`config.mk`:
```
export PLATFORM = sky130hd
export DESIGN_NAME = mac_operand_zip
export DESIGN_NICKNAME = d
export VERILOG_FILES = /design/src/rtl/mac_pkg.sv /design/src/rtl/mac_operand_fifo.sv /design/src/rtl/mac_operand_zip.sv
export SDC_FILE = /design/constraint.sdc
export NUM_CORES = 1
export LEC_CHECK = 0
export ABC_AREA = 1
export BUFFER_PORTS_ARGS = -buffer_cell sky130_fd_sc_hd__buf_4
export CAP_MARGIN = 20
export CELL_PAD_IN_SITES_DETAIL_PLACEMENT = 1
export CELL_PAD_IN_SITES_GLOBAL_PLACEMENT = 2
export CORE_MARGIN = 2
export CORE_UTILIZATION = 34
export CTS_CLUSTER_DIAMETER = 40
export DETAILED_ROUTE_END_ITERATION = 6
export PLACE_DENSITY = 0.78
export SYNTH_ARGS = -nofsm -noshare
export SYNTH_HDL_FRONTEND = slang
export SYNTH_SLANG_ARGS = --single-unit
export TNS_END_PERCENT = 1
```
`constraint.sdc`:
```
create_clock -name clk -period 2.14 [get_ports clk]
set_input_delay 0.428 -clock clk [delete_from_list [all_inputs] [get_ports clk]]
set_output_delay 0.428 -clock clk [all_outputs]
set_load 0.005 [all_outputs]
```
`src/rtl/mac_pkg.sv`:
```
// Shared types and defaults for the mac operand zipper.
package mac_pkg;

  localparam int MAC_WIDTH = 16;
  localparam int MAC_GROUP = 4;

  typedef enum logic {
    STREAM = 1'b0,
    PAD    = 1'b1
  } zip_state_e;

  typedef struct packed {
    logic [MAC_WIDTH-1:0] a;
    logic [MAC_WIDTH-1:0] b;
  } mac_pair_t;

endpackage

```
`src/rtl/mac_operand_fifo.sv`:
```
// Small val/rdy operand FIFO; ready is derived only from stored occupancy.
module mac_operand_fifo
  import mac_pkg::*;
#(
  parameter int p_width = MAC_WIDTH,
  parameter int p_depth = 2
) (
  input  logic               clk,
  input  logic               reset_n,
  input  logic               enq_val,
  output logic               enq_rdy,
  input  logic [p_width-1:0] enq_msg,
  input  logic               deq,
  output logic [p_width-1:0] head,
  output logic               full,
  output logic               empty
);

  localparam int PW = (p_depth > 1) ? $clog2(p_depth) : 1;
  localparam int CW = $clog2(p_depth + 1);

  logic [p_depth-1:0][p_width-1:0] mem;
  logic [PW-1:0]                   wr_ptr, rd_ptr;
  logic [CW-1:0]                   count;
  logic                            enq, deq_ok;

  function automatic logic [PW-1:0] ptr_nxt(input logic [PW-1:0] p);
    return (p == PW'(p_depth - 1)) ? '0 : p + PW'(1);
  endfunction

  assign full    = (count == CW'(p_depth));
  assign empty   = (count == '0);
  assign enq_rdy = !full;
  assign enq     = enq_val && enq_rdy;
  assign deq_ok  = deq && !empty;
  assign head    = mem[rd_ptr];

  // Storage is not reset: every read of head is qualified by !empty.
  always_ff @(posedge clk) begin
    if (enq) mem[wr_ptr] <= enq_msg;
  end

  always_ff @(posedge clk or negedge reset_n) begin
    if (!reset_n) begin
      wr_ptr <= '0;
      rd_ptr <= '0;
      count  <= '0;
    end else begin
      if (enq)    wr_ptr <= ptr_nxt(wr_ptr);
      if (deq_ok) rd_ptr <= ptr_nxt(rd_ptr);
      case ({enq, deq_ok})
        2'b10:   count <= count + CW'(1);
        2'b01:   count <= count - CW'(1);
        default: count <= count;
      endcase
    end
  end

endmodule

```
`src/rtl/mac_operand_zip.sv`:
```
// Zips buffered A/B operand streams into {a,b} mac requests, padding partial groups on flush.
module mac_operand_zip
  import mac_pkg::*;
#(
  parameter int p_width = MAC_WIDTH,
  parameter int p_group = MAC_GROUP,
  parameter int p_depth = 2
) (
  input  logic                       clk,
  input  logic                       reset_n,
  input  logic                       a_val,
  output logic                       a_rdy,
  input  logic [p_width-1:0]         a_msg,
  input  logic                       b_val,
  output logic                       b_rdy,
  input  logic [p_width-1:0]         b_msg,
  input  logic                       flush_val,
  output logic                       flush_rdy,
  output logic                       out_val,
  input  logic                       out_rdy,
  output logic [2*p_width-1:0]       out_msg,
  output logic [$clog2(p_group)-1:0] grp_idx,
  output logic                       busy
);

  localparam int GW = $clog2(p_group);

  zip_state_e     state;
  logic [GW-1:0]  cnt, cnt_nxt;
  logic [p_width-1:0] a_head, b_head;
  logic           a_full, a_empty, b_full, b_empty;
  logic           fire, pop;

  mac_operand_fifo #(.p_width(p_width), .p_depth(p_depth)) u_fifo_a (
    .clk(clk), .reset_n(reset_n),
    .enq_val(a_val), .enq_rdy(a_rdy), .enq_msg(a_msg),
    .deq(pop), .head(a_head), .full(a_full), .empty(a_empty)
  );

  mac_operand_fifo #(.p_width(p_width), .p_depth(p_depth)) u_fifo_b (
    .clk(clk), .reset_n(reset_n),
    .enq_val(b_val), .enq_rdy(b_rdy), .enq_msg(b_msg),
    .deq(pop), .head(b_head), .full(b_full), .empty(b_empty)
  );

  // Outputs depend only on registered state, so async reset clears them at once.
  always_comb begin
    out_val = 1'b0;
    out_msg = '0;
    if (state == PAD) begin
      out_val = 1'b1;
    end else if (!a_empty && !b_empty) begin
      out_val = 1'b1;
      out_msg = {a_head, b_head};
    end
  end

  assign fire      = out_val && out_rdy;
  assign pop       = fire && (state == STREAM);
  assign cnt_nxt   = fire ? cnt + GW'(1) : cnt;
  assign flush_rdy = (state == STREAM);
  assign grp_idx   = cnt;
  assign busy      = (state == PAD) || !a_empty || !b_empty || (cnt != '0);

  always_ff @(posedge clk or negedge reset_n) begin
    if (!reset_n) begin
      state <= STREAM;
      cnt   <= '0;
    end else begin
      cnt <= cnt_nxt;
      case (state)
        STREAM:  if (flush_val && cnt_nxt != '0) state <= PAD;
        PAD:     if (fire && cnt_nxt == '0) state <= STREAM;
        default: state <= STREAM;
      endcase
    end
  end

endmodule
```
Word level (Yosys, flattened, before mapping)
Index checks and enable logic that the tools add are counted.
- memory bits (writable): 0
- register bits after elaboration: 75
- ROM bits: 0
- memories kept: 0
- bits in latches: 0
- input port bits: 38
- word-level logic and storage cells: 83
- reduce and logical (&&, ||, !) cells: 25
- magnitude comparators: 6
- multipliers: 0
- add/sub/neg operators: 9
- divide/modulo/power cells: 0
- shift operators: 0
- bitwise gates (word level): 1
- mux-type cells: 24
- equality and inequality tests: 6
- operators by type and width (operator ; number):
    16-bit two-way mux ; 6
    32-bit bitwise mux ; 2
    32-bit two-way mux ; 2
    16-bit demux with 1-bit select ; 2
    1-bit logical AND ; 11
    2-bit == test (second input constant) ; 4
    1-bit by 2-bit < comparator with 1-bit output (second input constant) ; 4
    1-bit two-way mux ; 8
    2-bit case mux with 2 select lines ; 2
    2-bit nonzero test ; 4
    2-bit by 1-bit adder with 2-bit output (second input constant) ; 3
    2-bit zero test ; 3
    1-bit adder (second input constant) ; 4
    2-bit by 1-bit == test with 1-bit output (second input constant) ; 2
    1-bit zero test ; 4
    2-bit by 1-bit subtractor with 2-bit output (second input constant) ; 2
    1-bit logical OR ; 3
    1-bit greater-or-equal comparator (second input constant) ; 2
    2-bit two-way mux ; 1
    1-bit case mux with 2 select lines ; 1
    1-bit NOT ; 1

Longest topological paths before layout
- word-level depth: 11
- gate-level depth with buffers: 10

By module
A second synthesis with hierarchy kept.
- cells, all modules: 327
- area, all modules: 3349.5 um^2
- modules (own cells, without submodules) (module ; cells each ; seq. area each (um^2) ; area an instance (um^2) ; times used):
    mac_operand_fifo ; 116 ; 1061.0 ; 1422.6 ; 2
    mac_operand_zip ; 95 ; 75.1 ; 504.2 ; 1

Worst setup path before layout
Ideal clock, no wire load.
- path kind: flip-flop to flip-flop
- start: register u_fifo_a.count[0]
- end: register u_fifo_a.mem[16] in the netlist's numbering (enable)
- stages on the path, launching flop included: 5
- path slack: 0.382 ns
- arrival: 1.368 ns
- path buffers: 0
- path through: dfrtp_1 inv_2 nand2_1 nand2_1 nor2_1
- longest elaborated chain between the ends: 3
- RTL lines (item ; line ; text):
    start, declared ; mac_operand_fifo.sv:24 ; logic [CW-1:0] count;
    start signal, assigned ; mac_operand_fifo.sv:52 ; 2'b10: count <= count + CW'(1);
    start signal, assigned ; mac_operand_fifo.sv:53 ; 2'b01: count <= count - CW'(1);
    start signal, assigned ; mac_operand_fifo.sv:54 ; default: count <= count;
    2-bit == test ; mac_operand_fifo.sv:31 ; assign full = (count == CW'(p_depth));
    1-bit zero test ; mac_operand_fifo.sv:33 ; assign enq_rdy = !full;
    named net a_rdy ; mac_operand_zip.sv:12 ; output logic a_rdy,
    1-bit logical AND ; mac_operand_fifo.sv:34 ; assign enq = enq_val && enq_rdy;
    end signal, assigned by index ; mac_operand_fifo.sv:40 ; if (enq) mem[wr_ptr] <= enq_msg;
    end, declared ; mac_operand_fifo.sv:22 ; logic [p_depth-1:0][p_width-1:0] mem;
The timed path passes the listed nets, and every way through them passes these cells.
A chain may end at the register's enable or synchronous reset.

Worst setup path in the final report
- start: register u_fifo_a.count[1]
- end: output out_msg[15]
- longest elaborated chain between the ends: 5
- RTL lines (item ; line ; text):
    2-bit zero test ; mac_operand_fifo.sv:32 ; assign empty = (count == '0);
    1-bit zero test ; mac_operand_zip.sv:52 ; end else if (!a_empty && !b_empty) begin
    1-bit logical AND ; mac_operand_zip.sv:52 ;
    32-bit two-way mux ; mac_operand_zip.sv:52 ;
    32-bit two-way mux ; mac_operand_zip.sv:50 ; if (state == PAD) begin
    end, declared ; mac_operand_zip.sv:21 ; output logic [2*p_width-1:0] out_msg,
Every way passes these cells.

==> impl_metrics.env <==
export IMPL_crit_buf_inv=3
export IMPL_path_cells="inv_1 -> nand2_4 -> nand3_4 -> buf_6 -> a21oi_1 -> buf_4"
export IMPL_ios=77
export IMPL_postSynthAreaPerCell_um2=12.5
export IMPL_cts_buffers=9
export IMPL_period_minus_slack_ns=1.98
export IMPL_post_dp_cell_area_um2=3700
export IMPL_drc=0
export IMPL_drive_above_1_share_pct=33.5
export IMPL_num_vias=2029
export IMPL_finalSetupViolCount=0
export IMPL_finalMaxSlewViolations=0
export IMPL_end_kind="output pin"
export IMPL_grt_pass1_vias=2170
export IMPL_drtAntennaViolNets=0
export IMPL_synth_edf_count=64
export IMPL_crit_path_start="u_fifo_a.count[1]"
export IMPL_clock_skew_ns=0.00657
export IMPL_grt_setup_unrepaired="false"
export IMPL_min_path_type="in -> reg"
export IMPL_placedCellCount=423
export IMPL_drt_iter0_drc=33
export IMPL_wl_per_cell_um=15.2
export IMPL_max_stage_delay_ns=0.39
export IMPL_start_util_pct=34.8
export IMPL_overflow=0
export IMPL_fin_setup_tns_ns=0
export IMPL_instances_no_fill=439
export IMPL_track_usage_pct=14.3
export IMPL_via_per_inst=4.62
export IMPL_rrSetupSlack_ns=0.53
export IMPL_ys_flop_type="edfxtp_1"
export IMPL_clk_path_buf_depth=2
export IMPL_cts_max_level=3
export IMPL_finalHoldViolCount=0
export IMPL_syn_num_nets=282
export IMPL_ir_drop_v=0.000622
export IMPL_fillers=971
export IMPL_dp_hpwl_mm=4.51
export IMPL_postLayoutCellArea_um2=3930
export IMPL_slew_headroom_pct=78.8
export IMPL_worst_setup_path_start_kind="flop"
export IMPL_cts_root_buf="clkbuf_8"
export IMPL_placementRows=34
export IMPL_antenna_found_initial=0
export IMPL_worst_r2r_startpoint="u_fifo_a.count[1]"
export IMPL_clk_pin_slew_worst_paths_ns=0.08
export IMPL_arrival_ns=1.56
export IMPL_tightest_slew_ns=0.318
export IMPL_grt_max_degree=33
export IMPL_clock_latency_ns=0.33
export IMPL_synth_area_um2=3010
export IMPL_outcome="finished clean"
export IMPL_async_flop_share_pct=14.7
export IMPL_seq_area_frac_synth_pct=73.0
export IMPL_power_density_nw_per_um2=1240
export IMPL_yosys_warnings=0
export IMPL_drtPass1Iterations=4
export IMPL_die_h_um=98.1
export IMPL_synthCells=241
export IMPL_cts_setup_buffers=0
export IMPL_path_delay_family="buffers and inverters"
export IMPL_areaGrowthSynthToFinish_pct=30.8
export IMPL_routabilityCongestion=0.714
export IMPL_leakagePower_nw=1.64
export IMPL_grt_pass1_wl_mm=10.6
export IMPL_cts_tree="done"
export IMPL_timing_fmax_mhz=504
export IMPL_core_area_um2=8640
export IMPL_die_w_um=98.1
export IMPL_critPathMaxFanout=32
export IMPL_portBuffers=76
export IMPL_crit_type="reg -> out"
export IMPL_n_antenna_cell=0
export IMPL_dieArea_um2=9610
export IMPL_period_share_pct=92.7
export IMPL_synth_cell_types=22
export IMPL_maxCapViolCount=0
export IMPL_wl_mm=6.65
export IMPL_yosys_register_bits=75
export IMPL_fin_nets=368
export IMPL_fin_util_pct=45.6
export IMPL_cts_sinks=75
export IMPL_hp_start="b_msg[7]"
export IMPL_crit_slowest_cell="dfrtp_1"
export IMPL_crit_required_ns=1.71
-- state kept, by name, summed over array words and instances (netlist names) --
| signal | cells |
|---|---|
| state | 1 |
| u_fifo_a.mem | 32 |
| u_fifo_b.count | 2 |
| u_fifo_a.count | 2 |
| u_fifo_b.mem | 32 |
| u_fifo_a.wr_ptr | 1 |
| grp_idx | 2 |
| u_fifo_b.wr_ptr | 1 |
| u_fifo_a.rd_ptr | 1 |
| u_fifo_b.rd_ptr | 1 |
-- worst paths after layout --
path                                     end  cells past startpoint
setup / recovery                 out_msg[15]                      6
hold / removal               u_fifo_b.mem[7]                      1
setup reg to reg           u_fifo_b.count[1]                      8
hold reg to reg            u_fifo_a.count[0]                      1
max in group asynchronous  u_fifo_b.count[1]                      2
min in group asynchronous         grp_idx[1]                      2
-- area by class of cell --
cell class	count	area [µm²]	share of cell area [%]
multi-input combinational	142	696	17.7
sequential	75	2200	55.9
inverter	15	63.8	1.62
clock inverter	6	81.3	2.07
tap	108	135	3.44
clock buffer	9	124	3.15
timing repair buffer	84	637	16.2
-- layer usage --
metal	wire [µm]	up-vias	GRT usage (%)
met5	0	-	0
met4	104	0	5.77
met3	281	10	3.58
met2	3430	46	24.1
met1	2840	990	17.6
li1	-	983	-
-- power by group --
group	leakage (nW)	total [mW]	switching, mW	internal, mW
clock	0.103	1.14	0.494	0.642
sequential	0.718	2.17	0.155	2.02
combinational	0.824	1.58	0.985	0.595
-- metrics by stage --
stage	setup slack (ns)	power, mW	hold slack [ns]
after CTS	0.0272	4.95	0.259
after global placement	0.413	3.73	0.280
after floorplan	0.382	3.15	0.132
after detailed placement	0.396	3.79	0.283
after global routing	0.0191	5.21	0.249
final	0.157	4.89	0.274
-- Yosys cell counts, types with 2 or more instances --
| master | count | share of area (%) |
|---|---|---|
| inv_2 | 3 | 0.37 |
| buf_2 | 2 | 0.33 |
| dfrtp_1 | 11 | 9.2 |
| a21oi_1 | 36 | 6.0 |
| nand2_1 | 77 | 9.6 |
| nand2_4 | 3 | 1.1 |
| nand2_2 | 2 | 0.42 |
| ha_1 | 3 | 1.2 |
| nand3_1 | 2 | 0.33 |
| clkbuf_1 | 2 | 0.25 |
| nor2_1 | 7 | 0.87 |
| xnor2_1 | 2 | 0.58 |
| edfxtp_1 | 64 | 64 |
| xor2_1 | 4 | 1.2 |
| buf_6 | 2 | 0.75 |
| inv_1 | 12 | 1.5 |
| buf_4 | 3 | 0.75 |
| o21ai_0 | 2 | 0.33 |
-- timing repair --
action / in CTS / in global routing
gates resized for setup: 0 / 4
hold endpoints to repair: 11 / 0
hold buffers: 1 / 0
endpoints found under the setup margin: 0 / 32
-- cells by family (layout without fill, tap and decap cells) --
family                     after synthesis  count (layout)  share of synthesized area (%)
and+or+nand+nor                         95              95                           13.7
buffers and inverters                   24             114                           3.95
xor gates and xnor gates                 6               6                           1.75
AOI/OAI and AO/OA                       38              38                           6.32
adders and majority gates                3               3                           1.25
DFF                                     75              75                           73.0
-- placed cells by master, fill, tap and decap left out --
cell,netlist,layout
buf_4,3,82
nand2_1,77,77
edfxtp_1,64,64
a21oi_1,36,35
dfrtp_1,11,11
inv_1,12,10
clkbuf_8,0,9
nor2_1,7,7
xor2_1,4,4
inv_2,3,3
nand2_4,3,3
clkinvlp_4,0,3
ha_1,3,3
nand2_2,2,2
nand3_1,2,2
o21ai_0,2,2
xnor2_1,2,2
clkinv_2,0,2
bufinv_16,0,2
nand3_4,1,1
nor2_4,1,1
nor3_1,1,1
or2_2,1,1
a21oi_2,0,1
clkinv_1,0,1
dlygate4sd3_1,0,1
buf_6,2,1
Note: power is estimated with default switching activity, not from simulation.
